===== config.mk =====
export PLATFORM = sky130hd
export DESIGN_NAME = pipe_reduce
export DESIGN_NICKNAME = d
export VERILOG_FILES = /design/src/rtl/pipe_reduce_pkg.sv /design/src/rtl/pipe_reduce_level.sv /design/src/rtl/pipe_reduce.sv
export SDC_FILE = /design/constraint.sdc
export NUM_CORES = 1
export LEC_CHECK = 0
export ABC_AREA = 1
export CAP_MARGIN = 10
export CORE_MARGIN = 1.5
export CORE_UTILIZATION = 55
export CTS_BUF_LIST = sky130_fd_sc_hd__clkbuf_8 sky130_fd_sc_hd__clkbuf_16
export DETAILED_ROUTE_END_ITERATION = 6
export PLACE_DENSITY = 0.8
export SLEW_MARGIN = 15
export SYNTH_ARGS = -nofsm -noshare
export SYNTH_HDL_FRONTEND = slang
export SYNTH_HIERARCHICAL = 1
export SYNTH_SLANG_ARGS = --single-unit

===== constraint.sdc =====
create_clock -name clk -period 4.3 [get_ports clk]
set_input_delay 1.075 -clock clk [delete_from_list [all_inputs] [get_ports clk]]
set_output_delay 1.075 -clock clk [all_outputs]
set_load 0.1 [all_outputs]

===== src/rtl/pipe_reduce_pkg.sv =====
// Shared definitions for the pipelined bitwise reduction tree.
//   - op encoding (OR/AND/XOR; code 3 behaves as OR)
//   - op_identity / op_apply : single-bit reduction primitives
//   - num_levels / level_width / level_offset : tree geometry, evaluated at
//     elaboration time to size the level chain and its packed data bus
package pipe_reduce_pkg;

    localparam logic [1:0] OP_OR  = 2'd0;
    localparam logic [1:0] OP_AND = 2'd1;
    localparam logic [1:0] OP_XOR = 2'd2;

    // Neutral element: 1 for AND, 0 for OR/XOR (and the reserved code).
    function automatic logic op_identity(input logic [1:0] op);
        return (op == OP_AND);
    endfunction

    function automatic logic op_apply(input logic [1:0] op, input logic a, input logic b);
        case (op)
            OP_AND:  return a & b;
            OP_XOR:  return a ^ b;
            default: return a | b;
        endcase
    endfunction

    // Smallest L >= 1 with fanin**L >= width.
    function automatic int num_levels(input int width, input int fanin);
        int    lv;
        longint span;
        lv   = 1;
        span = longint'(fanin);
        while (span < longint'(width)) begin
            span = span * longint'(fanin);
            lv++;
        end
        return lv;
    endfunction

    // Number of node outputs after k levels (k=0 is the raw input).
    function automatic int level_width(input int width, input int fanin, input int k);
        int w;
        w = width;
        for (int i = 0; i < k; i++) begin
            w = (w + fanin - 1) / fanin;
        end
        return w;
    endfunction

    // Bit offset of level k inside a bus that concatenates levels 0..k-1.
    function automatic int level_offset(input int width, input int fanin, input int k);
        int off;
        off = 0;
        for (int i = 0; i < k; i++) begin
            off = off + level_width(width, fanin, i);
        end
        return off;
    endfunction

endpackage


===== src/rtl/pipe_reduce_level.sv =====
// One registered level of the reduction tree.
// Ports:
//   clk, rst                 clock, asynchronous active-high reset (valid only)
//   in_valid/in_op/in_last   sidebands from the previous stage
//   in_data  [IN_W]          vector from the previous stage
//   out_valid/out_op/out_last registered sidebands
//   out_data [OUT_W]         one reduced bit per FANIN-wide group
module pipe_reduce_level
    import pipe_reduce_pkg::*;
#(
    parameter int IN_W  = 10,
    parameter int FANIN = 6,
    localparam int OUT_W = (IN_W + FANIN - 1) / FANIN
) (
    input  logic             clk,
    input  logic             rst,
    input  logic             in_valid,
    input  logic [IN_W-1:0]  in_data,
    input  logic [1:0]       in_op,
    input  logic             in_last,
    output logic             out_valid,
    output logic [OUT_W-1:0] out_data,
    output logic [1:0]       out_op,
    output logic             out_last
);

    localparam int PAD_W = OUT_W * FANIN;

    logic [PAD_W-1:0] padded;
    logic [OUT_W-1:0] node;

    // The short last group is filled with this stage's op identity so it
    // cannot disturb the group result.
    always_comb begin
        logic acc_v;
        padded            = {PAD_W{op_identity(in_op)}};
        padded[IN_W-1:0]  = in_data;
        node              = '0;
        for (int g = 0; g < OUT_W; g++) begin
            acc_v = op_identity(in_op);
            for (int j = 0; j < FANIN; j++) begin
                acc_v = op_apply(in_op, acc_v, padded[g*FANIN + j]);
            end
            node[g] = acc_v;
        end
    end

    // ---- stage boundary: valid is the only reset state ----
    always_ff @(posedge clk or posedge rst) begin
        if (rst) begin
            out_valid <= 1'b0;
        end else begin
            out_valid <= in_valid;
        end
    end

    always_ff @(posedge clk) begin
        out_data <= node;
        out_op   <= in_op;
        out_last <= in_last;
    end

endmodule


===== src/rtl/pipe_reduce.sv =====
// Fully pipelined bitwise OR/AND/XOR reduction of WIDTH-bit beats with a
// packet accumulator. Latency from accepted last beat to out_valid is L+1.
// Ports:
//   clk, rst     clock, asynchronous active-high reset
//   in_valid     beat present; in_data/in_op/in_last ignored otherwise
//   in_data      WIDTH-bit vector to reduce
//   in_op        0=OR 1=AND 2=XOR 3=OR
//   in_last      final beat of the packet
//   out_valid    one-cycle result pulse
//   out_data     reduction of the whole packet
//   out_op       op of the packet's last beat
module pipe_reduce
    import pipe_reduce_pkg::*;
#(
    parameter int WIDTH = 10,
    parameter int FANIN = 6
) (
    input  logic             clk,
    input  logic             rst,
    input  logic             in_valid,
    input  logic [WIDTH-1:0] in_data,
    input  logic [1:0]       in_op,
    input  logic             in_last,
    output logic             out_valid,
    output logic             out_data,
    output logic [1:0]       out_op
);

    localparam int L     = num_levels(WIDTH, FANIN);
    localparam int TOT_W = level_offset(WIDTH, FANIN, L + 1);

    // All level outputs packed back to back; level 0 is the raw input and
    // the final level is the single tree bit at the top of the bus.
    logic [TOT_W-1:0] data_p;
    logic             vld_p  [0:L];
    logic [1:0]       op_p   [0:L];
    logic             last_p [0:L];

    assign data_p[WIDTH-1:0] = in_data;
    assign vld_p[0]          = in_valid;
    assign op_p[0]           = in_op;
    assign last_p[0]         = in_last;

    genvar k;
    generate
        for (k = 1; k <= L; k++) begin : g_lvl
            localparam int IW = level_width(WIDTH, FANIN, k - 1);
            localparam int OW = level_width(WIDTH, FANIN, k);
            localparam int IO = level_offset(WIDTH, FANIN, k - 1);
            localparam int OO = level_offset(WIDTH, FANIN, k);

            pipe_reduce_level #(
                .IN_W  (IW),
                .FANIN (FANIN)
            ) u_level (
                .clk       (clk),
                .rst       (rst),
                .in_valid  (vld_p[k-1]),
                .in_data   (data_p[IO +: IW]),
                .in_op     (op_p[k-1]),
                .in_last   (last_p[k-1]),
                .out_valid (vld_p[k]),
                .out_data  (data_p[OO +: OW]),
                .out_op    (op_p[k]),
                .out_last  (last_p[k])
            );
        end
    endgenerate

    logic tree_bit;
    logic pkt_first;
    logic acc_q;
    logic comb_r;

    assign tree_bit = data_p[TOT_W-1];

    // Taking the tree bit directly on a packet's first beat is the same as
    // seeding acc with the identity of that beat's op.
    always_comb begin
        comb_r = pkt_first ? tree_bit : op_apply(op_p[L], acc_q, tree_bit);
    end

    // ---- stage boundary: accumulator and output registers ----
    always_ff @(posedge clk or posedge rst) begin
        if (rst) begin
            out_valid <= 1'b0;
            out_data  <= 1'b0;
            out_op    <= 2'd0;
            acc_q     <= 1'b0;
            pkt_first <= 1'b1;
        end else begin
            out_valid <= vld_p[L] && last_p[L];
            if (vld_p[L]) begin
                if (last_p[L]) begin
                    out_data  <= comb_r;
                    out_op    <= op_p[L];
                    pkt_first <= 1'b1;
                end else begin
                    acc_q     <= comb_r;
                    pkt_first <= 1'b0;
                end
            end
        end
    end

endmodule

==> results.cfg, run 1 <==
[outcome]
status = complete, no violations

[power]
pwr-share-comb_pct = 41.9
powerDensity_nw_per_um2 = 292
p_sw_uw = 196
swShare_pct = 37.8
power_frac_seq_pct = 36.3
leakage_nw = 1.03
internal_power_uw = 322
power_frac_clock_pct = 21.9
ir_drop_mv = 0.305

[grt]
grt_max_degree = 12
grt_first_pass_wirelength_um = 4750
grt-ovfl-total = 0
antenna_found_initial = 0
track_usage_pct = 19.0
first_global_vias = 1271

[sta]
clock_skew_ps = 1.41
slew_viol_final = 0
fin_crit_sh_pct = 93.5
rsz0062_at_grt = false
finalHoldViolCount = 0
finalCriticalPeriod_ps = 4020
max_freq_mhz = 249
holdWs_ps = 356
tightest_slew_ps = 978
slew_headroom_pct = 34.6
setup_viol = 0

[synth]
synth_xor_area_share_pct = 0
synth_top_family_by_area = adder cells
ys_seq_area_share_pct = 25.3
synth_fa_ha_area_share_pct = 32.4
synth_compound_area_share_pct = 2.33
synthMuxAreaShare_pct = 0
syn_nets = 258
ys_seq_elements = 17
syn_avg_cell_area_um2 = 7.42
syn_area_um2 = 1510
synthSimpleGateAreaFrac_pct = 27.0
synthCells = 203
yosysUniqueCellTypes = 19
yosys_warnings = 6

[place]
portBuffers = 19
dp_hpwl_um = 2260
gp_congestion = 0.887

[die]
dieArea_um2 = 3060
core_area_um2 = 2540
initial_core_util_pct = 59.2
die_w_um = 55.3
io_pins = 20
core.rowCount = 18
die_y_um = 55.3

[worst_setup_path]
critPathLaunchType = input pin
path_max_fanout = 8
crit_type = input pin to flop
r2r_slack_ps = 510
crit_arrival_ps = 4170
worstPathRequired_ps = 4450
worstSetupEndpointType = flop

[final_layout]
fillers = 216
fin_nets = 282
area_delta_synth_final_pct = 17.9
post-route-util_pct = 69.8
drive_above_1_share_pct = 15.0
antennaDiodeCount = 0

[clock_network]
cts.sinks = 17
cts_tree = done
clock_latency_ps = 250
cts_buffers = 3
clock-root-buffer = clkbuf_8
cts_buffer_depth = 2
cts_setup_buffers = 0
hold_buffers = 0
cts_resized = 0
h-tree-depth = 1
clk_pin_slew_ps = 60

[detailed_routing]
viasPerCell = 4.71
num_vias = 1206
first_pass_iters = 4
remaining_drc_errors = 0
wl_per_cell_um = 10.3
dr.first_iter.drc_count = 46
detail-route-antenna-nets = 0
routed_wl_um = 2650

[hold_path]
worstHoldPathType = flop to flop

[flow_run]
cap_viol_max_count = 0
==> cell families (layout without fill, tap and decap cells) <==
kind of cell | Yosys count | in the layout
buf+inv | 47 | 70
simple gates | 94 | 94
fa+ha+maj | 39 | 39
flops | 17 | 17
compound gates | 6 | 6
==> power by group through the flow <==
| stage | Sequential, mW | Clock, mW | Combinational, mW |
|---|---|---|---|
| 6_report | 0.188 | 0.113 | 0.217 |
| 5_1_grt | 0.190 | 0.122 | 0.244 |
| 4_1_cts | 0.188 | 0.116 | 0.219 |
| 3_5_place_dp | 0.191 | 0 | 0.218 |
| 3_3_place_gp | 0.190 | 0 | 0.204 |
| 2_1_floorplan | 0.224 | 0 | 0.126 |
==> stage by stage <==
step                      cells  worst slack [ps]  instance area [µm²]  setup TNS, ps  power [mW]
after floorplan             203               744                 1510              0       0.350
after global placement      252              93.4                 1730              0       0.394
after detailed placement    252             -3.49                 1730          -3.49       0.409
after CTS                   256               259                 1780              0       0.523
after global routing        256              7.15                 1780              0       0.556
final                       256               279                 1780              0       0.518
==> final cells by class <==
type / count / area [µm²] / area share, %
Multi-Input combinational cell: 139 / 930 / 52.4
Sequential cell: 17 / 382 / 21.5
Timing Repair Buffer: 23 / 220 / 12.4
Inverter: 43 / 161 / 9.09
Clock buffer: 3 / 41.3 / 2.33
Tap cell: 30 / 37.5 / 2.11
Clock inverter: 1 / 3.75 / 0.211
==> critical path: stages <==
cell and delay (ps):
clkdlybuf4s50_1 500, inv_1 50, ha_1 410, inv_2 90, nand3_1 100, nand2_2 70, ha_1 270, nand2_1 40
nand3_1 90, nand2_2 70, ha_1 270, nand2_1 50, nand3_1 90, nand2_2 70, ha_1 270, nand2_1 40
nand3_1 80, nand2_2 70, ha_1 270, nand2_1 60, nand2_1 50, nand2_1 50, nand2_1 40
==> sequential cells by signal, summed over array words and instances, names as in the netlist <==
name                     cells
acc_q                        1
g_lvl.u_level/out_op         4
out_data                     1
g_lvl.u_level/out_valid      2
pkt_first                    1
g_lvl.u_level/out_data       3
out_op                       2
g_lvl.u_level/out_last       2
out_valid                    1
==> worst paths after layout <==
path                       depth (start not counted)                           end                        from
max                                               23  g_lvl[1].u_level/out_data[0]                    in_op[0]
min                                                0     g_lvl[2].u_level/out_last   g_lvl[1].u_level/out_last
max reg2reg                                       27     g_lvl[2].u_level/out_data  g_lvl[1].u_level/out_op[1]
min reg2reg                                        0     g_lvl[2].u_level/out_last   g_lvl[1].u_level/out_last
max in group asynchronous                          2                     pkt_first                         rst
min in group asynchronous                          2    g_lvl[1].u_level/out_valid                         rst
==> synth_stat cells, drive strengths merged <==
library cell / number / area [µm²]
a21boi: 2 / 15.0
a21oi: 1 / 5.00
buf: 4 / 33.8
dfrtp: 7 / 175
dfstp: 1 / 26.3
dfxtp: 9 / 180
ha: 39 / 488
inv: 43 / 161
nand2: 75 / 309
nand3: 10 / 50.1
nand3b: 1 / 7.51
nor2: 7 / 33.8
o21ai: 3 / 15.0
or2: 1 / 6.26
==> routing by layer <==
layer / routed length (µm) / vias up / global-route usage (%)
met5: 0 / - / 0
met4: 70 / 0 / 11.5
met3: 63 / 8 / 3.28
met2: 1440 / 22 / 36.1
met1: 1070 / 528 / 18.8
li1: - / 648 / -
==> cell usage in the layout, fill, tap and decap left out <==
cell type,n
o21ai_1,2
nand3_1,10
clkbuf_8,3
a21boi_1,2
nor2_1,4
o21ai_0,1
inv_1,32
nor2_2,3
dfstp_2,1
nand2_2,11
a21oi_1,1
nand2_1,64
inv_2,12
ha_1,39
nand3b_1,1
dfxtp_1,9
or2_0,1
clkdlybuf4s50_1,19
buf_4,4
dfrtp_1,7
(Power assumes the default switching activity.)
==> inputs of run 2 (changes only) <==
- CAP_MARGIN: 10 -> default
- REMOVE_ABC_BUFFERS: default -> 1
==> run 2 against run 1 <==
Sequential share of layout area is essentially flat. Clock skew grew 1.4 ps. Via count grew 4.1%. Total power grew 1.2%. Non-clock buffer count shrank 1. Sequential power is essentially flat. Critical path type unchanged. Clock power grew 4%. Utilization shrank 0.15 points. Critical path depth is the same.
==> results.cfg, run 2 (synthesis results as in run 1) <==
[worst_setup_path]
crit_type = input pin to flop
r2r-start = g_lvl[1].u_level/out_op[1]
crit_arrival_ps = 4190
critPathSlowestCell = clkdlybuf4s50_1
worstSetupEndpointType = flop
critical_path.cell_chain = clkdlybuf4s50_1, inv_1, ha_2, inv_2, nand3_1, nand2_2, ha_1, nand2_1, nand3_1, nand2_2, ha_1, nand2_1, nand3_1, nand2_2, ha_1, nand2_1, nand3_1, nand2_2, ha_1, nand2_1, nand2_1, nand2_1, nand2_1
path_max_fanout = 6
cp.buffers_inverters = 3
cp_top_family = adder cells
worstPathRequired_ps = 4450
critPathLaunchType = input pin
worst_path_most_repeated_cell = nand2_1
worst_path_largest_cell_delay_ps = 510
critPathLaunch = in_op[0]

[flow_run]
cap_viol_max_count = 0

[final_layout]
layout_commonest_cell = nand2_1
fin_nets = 281
largest_reg_flops = 4
area_delta_synth_final_pct = 17.6
reg_top3 = g_lvl.u_level/out_op x4, g_lvl.u_level/out_data x3
drive_above_1_share_pct = 15.6
antennaDiodeCount = 0
layout_common_cells = nand2_1 (64), ha_1 (38), inv_1 (31)
post-route-util_pct = 69.6
top_register = g_lvl.u_level/out_op

[hold_path]
hp-start = g_lvl[1].u_level/out_last
worstHoldPathType = flop to flop

[grt]
antenna_found_initial = 0
grt_max_degree = 12
track_usage_pct = 20.0
grt_first_pass_wirelength_um = 5000
grt-ovfl-total = 0
first_global_vias = 1255

[sta]
holdWs_ps = 335
tightest_slew_ps = 965
finalCriticalPeriod_ps = 4040
max_freq_mhz = 247
fin_crit_sh_pct = 94.0
finalWorstSetupSlack_ps = 258
rsz0062_at_grt = false
slew_viol_final = 0
clock_skew_ps = 2.77
finalHoldViolCount = 0
setup_tns_ps = 0
setup_viol = 0
slew_headroom_pct = 35.5

[detailed_routing]
remaining_drc_errors = 0
detail-route-antenna-nets = 0
viasPerCell = 4.92
num_vias = 1255
first_pass_iters = 4
dr.first_iter.drc_count = 24
wl_per_cell_um = 10.5
routed_wl_um = 2690

[die]
die_w_um = 55.3
initial_core_util_pct = 59.2
die_y_um = 55.3
core.rowCount = 18
dieArea_um2 = 3060
io_pins = 20
core_area_um2 = 2540

[power]
ir_drop_mv = 0.266
powerDensity_nw_per_um2 = 296
total_power_uw = 524
leakage_nw = 1.02

[clock_network]
cts_tree = done
clock_latency_ps = 250
h-tree-depth = 1
cts.sinks = 17
clock-root-buffer = clkbuf_8
cts_setup_buffers = 0
cts_buffers = 3
cts_buffer_depth = 2
clk_pin_slew_ps = 70

[outcome]
status = complete, no violations

[place]
post-place-ws_ps = -44.6
portBuffers = 19
gp_congestion = 0.798
dp_hpwl_um = 2230
[run 2: changes by cell type in the layout (fill, tap and decap cells not counted), sizes merged]
cell    delta
clkinv     +1
buf        -1
inv        -1
[run 2: stage by stage]
| stage | instance area, µm² | cells |
|---|---|---|
| after floorplan | 1470 | 199 |
| after global placement | 1720 | 251 |
| after detailed placement | 1720 | 251 |
| after CTS | 1770 | 255 |
| after global routing | 1770 | 255 |
| final | 1770 | 255 |
[run 2: final cells by class]
| type | instances | area [µm²] |
|---|---|---|
| clock buffer | 3 | 41.3 |
| clock inverter | 1 | 5.00 |
| fill | 216 | 773 |
| inverter | 43 | 161 |
| multi-input combinational | 139 | 932 |
| sequential | 17 | 382 |
| tap | 30 | 37.5 |
| timing repair buffer | 22 | 213 |
[run 2: worst reg2reg max path: stages, from the launching register on]
cell and delay [ps]:
dfxtp_1 330, inv_1 90, ha_1 290, inv_1 150
ha_1 300, nand2_1 50, nand3_1 70, nand2_1 70
ha_1 290, nand2_1 50, nand3_1 80, nand2_1 70
ha_1 270, nand2_1 50, nand2_1 90, nand2_2 60
ha_1 270, nand2_1 50, nand2_1 80, nand2_2 60
ha_1 290, nand2_1 60, a21boi_1 160, ha_1 240
nand2_1 60, nand2_1 50, nand2_1 70, inv_1 40
[run 2: final timing paths]
path	to	slack [ps]	depth (start not counted)
max in group asynchronous	pkt_first	2960	2
max	g_lvl[1].u_level/out_data[0]	260	23
max reg2reg	g_lvl[2].u_level/out_data	510	27
min in group asynchronous	g_lvl[1].u_level/out_valid	1020	2
min	g_lvl[2].u_level/out_last	340	0
min reg2reg	g_lvl[2].u_level/out_last	340	0
[run 2: repair_timing]
item                                    4_1_cts  5_1_grt
resized for setup                             0        1
hold buffers                                  0        0
endpoints found under the setup margin        0        2
[run 2: power breakdown]
part | internal [mW] | switching [mW]
Clock | 0.0643 | 0.0532
Sequential | 0.177 | 0.0109
Combinational | 0.0830 | 0.136
[run 2: per-layer routing]
layer,up-vias,global-route usage (%),share of wire [%]
met2,20,38.3,55
met3,5,2.81,2.5
met4,0,8.71,1.6
met5,-,0,0
li1,648,-,-
met1,582,21.4,41
==> inputs of run 3 (changes only) <==
- GPL_TIMING_DRIVEN: default -> 0
- PLACE_DENSITY: 0.8 -> 0.79
==> run 3 against run 2 <==
Utilization is 0.39 points lower. Via count fell by 4.8%. Sequential cell count unchanged. Clock power barely moved. Clock skew about the same. Maximum frequency about the same. Die area stayed put. Register-to-register slack improved by 70 ps. Wire length down 3.3%. Combinational power fell by 2%. Cell count is 1.2% lower. Critical path type unchanged. Critical endpoint unchanged. Largest cell class unchanged. Largest power group unchanged.
==> results.cfg, run 3 (synthesis results as in run 1) <==
[final_layout]
final_area_um2 = 1760
layoutNonFillerInstCount = 252
fillers = 230
antennaDiodeCount = 0
layout_common_cells = nand2_1 (64), ha_1 (37), inv_1 (31)
fin_nets = 278
layout_commonest_cell = nand2_1
reg_top3 = g_lvl.u_level/out_op x4, g_lvl.u_level/out_data x3
largest_reg_flops = 4
top_register = g_lvl.u_level/out_op
area_delta_synth_final_pct = 16.9
drive_above_1_share_pct = 14.9

[power]
p_sw_uw = 194
swShare_pct = 37.6
leakage_nw = 1.00
ir_drop_mv = 0.338
power_frac_seq_pct = 36.4
internal_power_uw = 322
power_frac_clock_pct = 22.0
pwr-share-comb_pct = 41.6
total_power_uw = 516
powerDensity_nw_per_um2 = 293

[worst_setup_path]
path_max_fanout = 12
r2r-start = g_lvl[1].u_level/out_op[0]
r2r_slack_ps = 580
crit_type = input pin to flop
crit_arrival_ps = 4190
worstSetupEndpointType = flop
r2r_end = g_lvl[2].u_level/out_data
worstPathRequired_ps = 4440
critPathLaunchType = input pin
rr_worst_depth = 26

[sta]
tightest_slew_ps = 962
slew_headroom_pct = 35.7
max_freq_mhz = 247
finalCriticalPeriod_ps = 4040
finalHoldViolCount = 0
rsz0062_at_grt = false
finalWorstSetupSlack_ps = 258
slew_viol_final = 0
fin_crit_sh_pct = 94.0
setup_viol = 0
clock_skew_ps = 2.40

[clock_network]
cts_buffer_depth = 2
cts_tree = done
cts_buffers = 3
cts.sinks = 17
clock-root-buffer = clkbuf_8
hold_buffers = 0
clock_latency_ps = 250
h-tree-depth = 1
clk_pin_slew_ps = 60

[place]
portBuffers = 19
dp_hpwl_um = 2190
place_area_um2 = 1700
post-place-ws_ps = -312
post-place-cells = 248
gp_congestion = 0.755

[hold_path]
whs_path_depth = 0
worstHoldPathType = flop to flop
hold_path_end = g_lvl[2].u_level/out_valid
hp-start = g_lvl[1].u_level/out_valid

[detailed_routing]
viasPerCell = 4.74
routed_wl_um = 2600
remaining_drc_errors = 0
detail-route-antenna-nets = 0
first_pass_iters = 4
wl_per_cell_um = 10.3
dr.first_iter.drc_count = 20
num_vias = 1195

[die]
die_w_um = 55.3
io_pins = 20
initial_core_util_pct = 59.2
dieArea_um2 = 3060
core_area_um2 = 2540
core.rowCount = 18
die_y_um = 55.3

[flow_run]
cap_viol_max_count = 0

[grt]
antenna_found_initial = 0
grt_max_degree = 13
grt-ovfl-total = 0
track_usage_pct = 18.3
first_global_vias = 1201
grt_first_pass_wirelength_um = 4630

[outcome]
status = complete, no violations
==> run 3: changes by cell type in the layout (fill, tap and decap cells not counted), sizes merged <==
cell | before | now
buf | 3 | 0
==> run 3: layout make-up <==
type                            instances  area [µm²]  share of cell area [%]
Clock inverter                          1        5.00                   0.284
Tap cell                               30        37.5                    2.13
Sequential cell                        17         382                    21.7
Inverter                               43         161                    9.16
Timing Repair Buffer                   19         190                    10.8
Multi-Input combinational cell        139         945                    53.6
Clock buffer                            3        41.3                    2.34
==> run 3: power groups by stage <==
| stage | sequential (mW) | combinational, mW | clock (mW) |
|---|---|---|---|
| 6_report | 0.188 | 0.215 | 0.114 |
| 5_1_grt | 0.191 | 0.245 | 0.123 |
| 4_1_cts | 0.188 | 0.216 | 0.117 |
| 3_5_place_dp | 0.191 | 0.214 | 0 |
| 3_3_place_gp | 0.190 | 0.197 | 0 |
| 2_1_floorplan | 0.224 | 0.122 | 0 |
==> run 3: worst max-delay path by stage <==
stage                        start  cells after the start  slack, ps                           end
final                     in_op[0]                     23        260  g_lvl[1].u_level/out_data[0]
after global routing      in_op[0]                     23         30  g_lvl[1].u_level/out_data[0]
after CTS                 in_op[0]                     23         90  g_lvl[1].u_level/out_data[0]
after detailed placement  in_op[0]                     23       -310  g_lvl[1].u_level/out_data[0]
after global placement    in_op[0]                     23       -160  g_lvl[1].u_level/out_data[0]
after floorplan           in_op[0]                     22        600  g_lvl[1].u_level/out_data[0]
==> run 3: routing by layer <==
metal	GRT usage (%)	up-vias	part of all wire [%]	routed length, µm
met3	2.81	4	1.9	50
li1	-	645	-	-
met1	17.9	532	39	1020
met4	4.18	0	1.1	29
met2	38.6	14	57	1490
met5	0	-	0	0
==> run 3: metrics by stage <==
step                util [%]  hold WS, ps  setup TNS (ps)
finish                  69.2          347               0
global route            69.2          366               0
CTS                     68.7          349               0
detailed placement      66.8          335            -562
global placement        66.8          312            -254
floorplan                  -          310               0
==> run 3: critical path: stages <==
cell and delay, ps:
clkdlybuf4s50_1 510, inv_1 90, ha_4 340, inv_2 100
nand3_1 120, nand2_2 70, ha_1 280, nand2_1 50
nand3_1 80, nand2_2 70, ha_1 270, nand2_1 50
nand3_1 90, nand2_2 70, ha_1 270, nand2_1 50
nand3_1 80, nand2_2 60, ha_1 270, nand2_1 60
nand2_1 50, nand2_1 50, nand2_1 50
==> run 3: what timing repair did <==
item | in CTS | in global routing
pin swaps | 0 | 0
gates resized for setup | 1 | 2
setup buffers | 0 | 0
setup endpoints to repair | 2 | 2
